### src/rtl/mac_grp_tx_time_stamp_if.sv
// Timestamp FIFO read port of the TX PTP timestamp unit.
// The unit drives the head entry; the host side pops it with ts_rd.
interface mac_grp_tx_time_stamp_if;
    logic        ts_valid;
    logic        ts_rd;
    logic [31:0] ts_time_hi;
    logic [31:0] ts_time_lo;
    logic [15:0] ts_seq_id;
    logic [3:0]  ts_msg_type;

    modport master (
        output ts_valid,
        output ts_time_hi,
        output ts_time_lo,
        output ts_seq_id,
        output ts_msg_type,
        input  ts_rd
    );

    modport slave (
        input  ts_valid,
        input  ts_time_hi,
        input  ts_time_lo,
        input  ts_seq_id,
        input  ts_msg_type,
        output ts_rd
    );
endinterface

### src/rtl/mac_grp_tx_time_stamp.sv
// TX PTP timestamp unit: latches the time counter at frame start, qualifies
// PTP event messages from the GMII byte stream and queues them in a FWFT FIFO.
module mac_grp_tx_time_stamp #(
    parameter int          COUNTER_WIDTH = 64,
    parameter int          FIFO_AW       = 2,
    parameter logic [15:0] PTP_ETHERTYPE = 16'h88F7
) (
    input  logic                     clk,
    input  logic                     reset,
    input  logic [7:0]               tx_data,
    input  logic                     tx_en,
    input  logic [COUNTER_WIDTH-1:0] counter_val,
    mac_grp_tx_time_stamp_if.master  ts,
    output logic [15:0]              drop_count
);

    localparam logic [1:0] SKIP  = 2'd0;
    localparam logic [1:0] IDLE  = 2'd1;
    localparam logic [1:0] PARSE = 2'd2;

    localparam int DEPTH = 1 << FIFO_AW;
    localparam int EW    = 4 + 16 + COUNTER_WIDTH;

    logic [1:0]               state;
    logic [6:0]               idx;
    logic [COUNTER_WIDTH-1:0] ts_latch;
    logic [7:0]               eth_hi;
    logic [7:0]               seq_hi;
    logic [3:0]               msg_type;

    logic                     wr_req;
    logic [EW-1:0]            wr_data;

    assign wr_req  = (state == PARSE) && tx_en && (idx == 7'd53);
    assign wr_data = {msg_type, seq_hi, tx_data, ts_latch};

    always_ff @(posedge clk) begin
        if (reset) begin
            state    <= SKIP;
            idx      <= 7'd0;
            ts_latch <= '0;
            eth_hi   <= 8'd0;
            seq_hi   <= 8'd0;
            msg_type <= 4'd0;
        end else begin
            unique case (state)
                SKIP: begin
                    if (!tx_en) state <= IDLE;
                end
                IDLE: begin
                    if (tx_en) begin
                        ts_latch <= counter_val;
                        idx      <= 7'd1;
                        state    <= PARSE;
                    end
                end
                PARSE: begin
                    if (!tx_en) begin
                        // truncated frame: discard silently
                        state <= IDLE;
                        idx   <= 7'd0;
                    end else begin
                        if (idx != 7'd53) idx <= idx + 7'd1;
                        case (idx)
                            7'd20: eth_hi <= tx_data;
                            7'd21: begin
                                if ({eth_hi, tx_data} != PTP_ETHERTYPE)
                                    state <= SKIP;
                            end
                            7'd22: begin
                                msg_type <= tx_data[3:0];
                                if (tx_data[3:0] >= 4'd4) state <= SKIP;
                            end
                            7'd52: seq_hi <= tx_data;
                            7'd53: state  <= SKIP;
                            default: ;
                        endcase
                    end
                end
                default: state <= SKIP;
            endcase
        end
    end

    logic [EW-1:0]    mem [DEPTH];
    logic [FIFO_AW:0] wptr;
    logic [FIFO_AW:0] rptr;
    logic             empty;
    logic             full;
    logic             pop;
    logic             push;
    logic             drop;
    logic [EW-1:0]    head;

    assign empty = (wptr == rptr);
    assign full  = (wptr[FIFO_AW] != rptr[FIFO_AW]) &&
                   (wptr[FIFO_AW-1:0] == rptr[FIFO_AW-1:0]);
    assign pop   = ts.ts_rd && !empty;
    // a pop on the same edge frees the slot the write needs
    assign push  = wr_req && (!full || pop);
    assign drop  = wr_req && full && !pop;
    assign head  = mem[rptr[FIFO_AW-1:0]];

    always_ff @(posedge clk) begin
        if (push) mem[wptr[FIFO_AW-1:0]] <= wr_data;
    end

    always_ff @(posedge clk) begin
        if (reset) begin
            wptr       <= '0;
            rptr       <= '0;
            drop_count <= 16'd0;
        end else begin
            if (push) wptr <= wptr + 1'b1;
            if (pop)  rptr <= rptr + 1'b1;
            if (drop && drop_count != 16'hFFFF)
                drop_count <= drop_count + 16'd1;
        end
    end

    assign ts.ts_valid    = !empty;
    assign ts.ts_msg_type = empty ? 4'd0  : head[EW-1 -: 4];
    assign ts.ts_seq_id   = empty ? 16'd0 : head[EW-5 -: 16];
    assign ts.ts_time_hi  = empty ? 32'd0 : head[63:32];
    assign ts.ts_time_lo  = empty ? 32'd0 : head[31:0];

endmodule

### src/flat_wrapper.sv
// flat-port wrapper written by rule: the top's interface ports become plain ports
module mac_grp_tx_time_stamp_flat 
#(
    parameter int          COUNTER_WIDTH = 64,
    parameter int          FIFO_AW       = 2,
    parameter logic [15:0] PTP_ETHERTYPE = 16'h88F7
)
  (clk, reset, tx_data, tx_en, counter_val, drop_count, ts_ts_valid, ts_ts_time_hi, ts_ts_time_lo, ts_ts_seq_id, ts_ts_msg_type, ts_ts_rd);
  mac_grp_tx_time_stamp_if ts_i ();
  input  logic clk;
  input  logic reset;
  input  logic [7:0] tx_data;
  input  logic tx_en;
  input  logic [COUNTER_WIDTH-1:0] counter_val;
  output logic [15:0] drop_count;
  output wire logic [$bits(ts_i.ts_valid)-1:0] ts_ts_valid;
  output wire logic [$bits(ts_i.ts_time_hi)-1:0] ts_ts_time_hi;
  output wire logic [$bits(ts_i.ts_time_lo)-1:0] ts_ts_time_lo;
  output wire logic [$bits(ts_i.ts_seq_id)-1:0] ts_ts_seq_id;
  output wire logic [$bits(ts_i.ts_msg_type)-1:0] ts_ts_msg_type;
  input wire logic [$bits(ts_i.ts_rd)-1:0] ts_ts_rd;
  assign ts_ts_valid = ts_i.ts_valid;
  assign ts_ts_time_hi = ts_i.ts_time_hi;
  assign ts_ts_time_lo = ts_i.ts_time_lo;
  assign ts_ts_seq_id = ts_i.ts_seq_id;
  assign ts_ts_msg_type = ts_i.ts_msg_type;
  assign ts_i.ts_rd = ts_ts_rd;
  mac_grp_tx_time_stamp #(.COUNTER_WIDTH(COUNTER_WIDTH), .FIFO_AW(FIFO_AW), .PTP_ETHERTYPE(PTP_ETHERTYPE)) u_core (.clk(clk), .reset(reset), .tx_data(tx_data), .tx_en(tx_en), .counter_val(counter_val), .ts(ts_i), .drop_count(drop_count));
endmodule
### config.mk
export PLATFORM = sky130hd
export DESIGN_NAME = mac_grp_tx_time_stamp_flat
export DESIGN_NICKNAME = d
export VERILOG_FILES = /design/src/rtl/mac_grp_tx_time_stamp_if.sv /design/src/rtl/mac_grp_tx_time_stamp.sv /design/src/flat_wrapper.sv
export SDC_FILE = /design/constraint.sdc
export NUM_CORES = 1
export LEC_CHECK = 0
export BUFFER_PORTS_ARGS = -buffer_cell sky130_fd_sc_hd__clkbuf_2
export CAP_MARGIN = 5
export CORE_MARGIN = 2
export CORE_UTILIZATION = 35
export CTS_CLUSTER_DIAMETER = 200
export DETAILED_ROUTE_END_ITERATION = 8
export GPL_ROUTABILITY_DRIVEN = 0
export PLACE_DENSITY = 0.6
export SLEW_MARGIN = 25
export SYNTH_ARGS = -nofsm -noshare
export SYNTH_HDL_FRONTEND = slang
export SYNTH_SLANG_ARGS = --single-unit
### constraint.sdc
create_clock -name clk -period 9.9 [get_ports clk]
set_input_delay 0.99 -clock clk [delete_from_list [all_inputs] [get_ports clk]]
set_output_delay 0.99 -clock clk [all_outputs]
set_load 0.03 [all_outputs]
Yosys cells after proc, flatten, opt, wreduce, memory -nomap -nowiden
Memories as Yosys holds them, arrays and structs flattened. A register that Yosys moved wholly into a read port is not among the register bits.
Index checks and enable logic that the tools add are counted.

word-level totals
  bits in registers = 115
  RAM bits = 336
  bits of input ports = 76
  output and inout port bits = 101
  word-level logic and storage cells = 73
  memories kept = 1

memory list
  memory      words  bits a word  read ports  clocked after memory_dff  write ports  line                         text
  u_core.mem  4      84           1           1                         1            mac_grp_tx_time_stamp.sv:85  logic [EW-1:0] mem [DEPTH];

cells by class
  add/sub/neg operators = 4
  magnitude comparators = 1
  equality and inequality tests = 19
  multiplexer cells = 19
  reductions and logical operators = 20

operators by type and width
  kind                     count
  $mux W32                 2
  $ne A16 B16 Y1 const B   2
  $eq A7 B5 Y1 const B     3
  $mux W7                  3
  $add A16 B1 Y16 const B  1
  $mux W16                 1
  $eq A7 B6 Y1 const B     2
  $mux W2                  7
  $pmux W7 S2              1
  $pmux W2 S3              2
  $reduce_and A3 Y1        4
  $logic_and A1 B1 Y1      8
  $ne A4 B4 Y1 const B     2
  $add A7 B1 Y7 const B    1
  $ne A7 B6 Y1 const B     1
  $add A3 B1 Y3 const B    2
  $ne A5 B5 Y1 const B     1
  $reduce_and A5 Y1        1
  $ge A4 B3 Y1 const B     1
  $mux W4                  1
  $ne A2 B2 Y1 const B     2
  $eq A3 B3 Y1             1
  $logic_not A1 Y1         3
  $ne A3 B3 Y1 const B     1
  9 further kinds          10

Depth between registers and ports, before layout
  word-level depth = 7
  depth in mapped cells = 10
  depth with buffers taken out = 7

Worst setup path after synthesis
No wires, ideal clock.

  path kind = in2reg
  start point = input tx_en
  end point = memory u_core.mem[3][0] in the netlist's numbering (enable)
  setup time = 454 ps
  arrival time = 3,454 ps
  data required time = 9,446 ps
  slack = 5,992 ps
  stages = 4
  path through = and3_1 and3_1 buf_4 and3_1

on the way
  cells in the longest elaborated chain, start to end = 5

ends and longest elaborated chain
  element                           line                          text
  from (decl)                       flat_wrapper.sv:13            input logic tx_en;
  $logic_and A1 B1 Y1 (2 in a row)  mac_grp_tx_time_stamp.sv:34   assign wr_req = (state == PARSE) && tx_en && (idx == 7'd53);
  $logic_and A1 B1 Y1               mac_grp_tx_time_stamp.sv:100  assign push = wr_req && (!full || pop);
  $mux W1                           mac_grp_tx_time_stamp.sv:105  if (push) mem[wptr[FIFO_AW-1:0]] <= wr_data;
  $mux W1 (implied by the code)     mac_grp_tx_time_stamp.sv:105
  to (decl)                         mac_grp_tx_time_stamp.sv:85

No other way between the ends.

==> key figures <==
Setup path
  – Delay of the slowest cell on the worst path: 0.69 ns
  – Worst path slowest cell: dfxtp_4
  – Crit path DAT: 3.26 ns
  – Cell Chain, Critical Path: buf_12 -> buf_4 -> mux4_2 -> and2_1 -> clkbuf_2
  – Setup CP Type: flop to output pin
  – Startpoint Class: flop
  – Number of stages on the worst setup path: 5
  – Crit path buffers/inverters: 3
  – CP delay by family, top: buffers and inverters
  – Worst R2R Path Depth: 5
  – Req. time, crit path: 8.91 ns
  – Crit path capture type: output pin
  – Worst Path Max Fanout: 37

Clock network
  – Post-CTS Setup Repair Bufs: 0
  – CTS tree: built
  – Root Buffer: clkbuf_16
  – Clock transition at path regs: 0.06 ns
  – H-tree lvl count: 2
  – Clock sink total: 453
  – Hold-fix buffers, CTS: 0
  – CTS Buf Count: 48
  – Clock Tree Buf Depth: 3
  – Resize count post-CTS: 0
  – Skew-Pair Late Insertion Delay: 0.58 ns

Logic synthesis
  – Distinct cell type count after synthesis: 46
  – Most common library cells after synthesis: edfxtp_1, nand2_1, dfxtp_1, and2_1, mux4_2
  – Ys Warns: 0
  – Synth Flop Type: edfxtp_1
  – Post-Synth Simple-Gate Area: 9.57%
  – Synth Register Bits: 453
  – Post-synthesis mux area share: 12.3%
  – Post-synthesis compound-gate area fraction: 3.24%
  – Largest family of logic cells by synthesized area: multiplexers
  – Mapped Avg Cell Area: 16.0 µm²
  – Area leader, netlist: edfxtp_1
  – Sequential-to-total area share from yosys stat: 72.0%
  – EDFF count, synth: 336
  – Adder-cell share of the synthesized area: 0.724%
  – Asr flop ratio synth: 0%
  – Cells after Synth: 1,083
  – Synth Cell Area: 17,300 µm²
  – Syn Nets: 1,169
  – XOR/XNOR share of the synthesized area: 0.760%
  – Most frequent cell after synthesis: edfxtp_1
  – Top cell type's share of synthesized area: 58.4%
  – Leading post-synthesis cells by cell area: edfxtp_1, dfxtp_1, mux4_2

Timing
  – Max Transition Viols Final: 0
  – Final Cycle Share: 42.9%
  – Minimum clock period: 4.25 ns
  – Final setup viols: 0
  – Setup_tns: 0 ns
  – Final Skew: 0.0234 ns
  – Worst slew pin tran: 0.935 ns
  – Slew headroom: 37.7%
  – RSZ-0062 raised after global routing: false
  – Hold Violations, Final: 0
  – Max Freq: 235 MHz

Route
  – DRC: 0
  – Final wirelength: 38.0 mm
  – DR iter-0 viols: 503
  – Via density: 4.85
  – Via count: 9,522
  – Avg WL per Cell: 19.3 µm
  – Post-route ant nets: 0
  – DR pass1 iterations: 6

Die
  – Initial core utilization: 35.4%
  – Die ar.: 51,200 µm²
  – Die Ht: 226 µm
  – CORE AREA: 48,800 µm²
  – Width of the chip: 226 µm
  – Top Ports: 177
  – Cell Rows: 81

Power and ir drop
  – Leak Pwr: 7.43 nW
  – Worst VDD drop: 0.146 mV
  – PD cells: 193 nW/µm²

Cells and area
  – Area delta synth->final: 19.0%
  – FILL cells: 4,495
  – Fraction of layout cells with a size suffix above 1: 28.1%
  – Design area: 20,600 µm²
  – NumNets Final: 1,346

Flow run
  – Max-cap violations: 0

Hold path
  – Worst hold-check path type: flop to flop
  – Hold path depth: 2

Global route
  – Initial antenna violation count: 1
  – GRT overflow: 0
  – Pin count of the biggest net entering global routing: 88
  – Vias in the first global route: 9,935
  – First-pass GRT wire length: 58.4 mm
  – GRT Util Overall: 15.2%

Place
  – HPWL after detailed placement: 22.2 mm
  – IO Port Bufs: 176
  – Placed cell areas: 18,900 µm²

Run status
  – Status: complete, no violations
cells by family (layout without fill, tap and decap cells):
group / after synthesis / in the layout
adder cells (fa/ha/maj): 10 / 10
XOR/XNOR: 15 / 15
flip-flops: 453 / 453
buffers and inverters: 64 / 281
AND/OR/NAND/NOR: 332 / 332
other: 0 / 1
multiplexers: 107 / 107
AO/OA/AOI/OAI: 102 / 102
where the power goes:
group          total (mW)  switching [mW]  internal, mW
Sequential           2.04          0.0111          2.03
Combinational      0.0572          0.0379        0.0193
Clock                1.87           0.730          1.14
Total                3.97           0.779          3.19
path summary, 6_finish.rpt:
check / start / end / slack, ns
setup / recovery: flop / ts_ts_time_lo[22] / 5.65
hold reg to reg: u_core.ts_latch[2] / u_core.ts_latch[2] / 0.50
hold / removal: u_core.ts_latch[2] / u_core.ts_latch[2] / 0.50
setup reg to reg: u_core.idx[0] / u_core.mem[2][59] / 6.81
per-stage QoR:
stage | instances | util (%) | hold slack (ns) | setup WS, ns | power, mW
after floorplan | 1083 | - | 0.451 | 5.99 | 2.11
after global placement | 1873 | 38.6 | 0.470 | 5.98 | 2.14
after detailed placement | 1874 | 38.7 | 0.486 | 6.10 | 2.14
after CTS | 1964 | 42.1 | 0.497 | 5.47 | 4.02
after global routing | 1964 | 42.1 | 0.514 | 5.34 | 4.10
final | 1965 | 42.1 | 0.496 | 5.65 | 3.97
cell type report:
| class | count | area [µm²] | area share [%] |
|---|---|---|---|
| diodes | 1 | 2.50 | 0.0122 |
| multi-input cells | 566 | 4630 | 22.5 |
| clock buffers | 67 | 1390 | 6.73 |
| repair buffers | 185 | 971 | 4.72 |
| well taps | 664 | 831 | 4.04 |
| clock inverters | 23 | 290 | 1.41 |
| inverters | 6 | 22.5 | 0.110 |
| flip-flops and latches | 453 | 12400 | 60.5 |
flip-flops by register name (all words and copies together) (netlist names), named ones only:
signal and cells:
u_core.mem 336, u_core.ts_latch 64, u_core.drop_count 16, u_core.eth_hi 8
u_core.seq_hi 8, u_core.idx 7, u_core.msg_type 4, u_core.rptr 3
u_core.wptr 3, u_core.state 2
cell usage in the layout (no fill, tap or decap), types with 3 or more instances in the layout:
cell / count
a21oi_1: 76
clkbuf_1: 10
bufinv_16: 6
clkbuf_16: 50
ha_1: 10
and2_1: 85
clkbuf_8: 7
buf_4: 7
nor4_1: 4
inv_1: 6
nand2_1: 139
nand3_1: 10
clkbuf_2: 175
clkinv_1: 3
nor2_1: 46
xor2_1: 12
nor3_1: 3
clkinvlp_4: 4
a31oi_1: 4
o21ai_0: 8
mux4_2: 84
and3_4: 4
or3_1: 5
and3_1: 6
edfxtp_1: 336
nand4_1: 10
xnor2_1: 3
mux2i_1: 23
clkinv_2: 7
dfxtp_1: 115
layer usage:
metal  up-vias  GRT usage (%)  share of wire [%]
li1       4435              -                  -
met1      4841           19.7                 45
met2       198           25.7                 49
met3        48           2.81                4.2
met4         0           4.94                2.1
met5         -              0                  0
worst reg2reg max path, delay by kind of cell (launching register included):
family                     cells  cell delay (ns)
adders and majority gates      1             0.26
DFF                            1             0.43
buffers and inverters          1             0.67
and+or+nand+nor                3             1.27
Note: power is estimated with default switching activity, not from simulation.
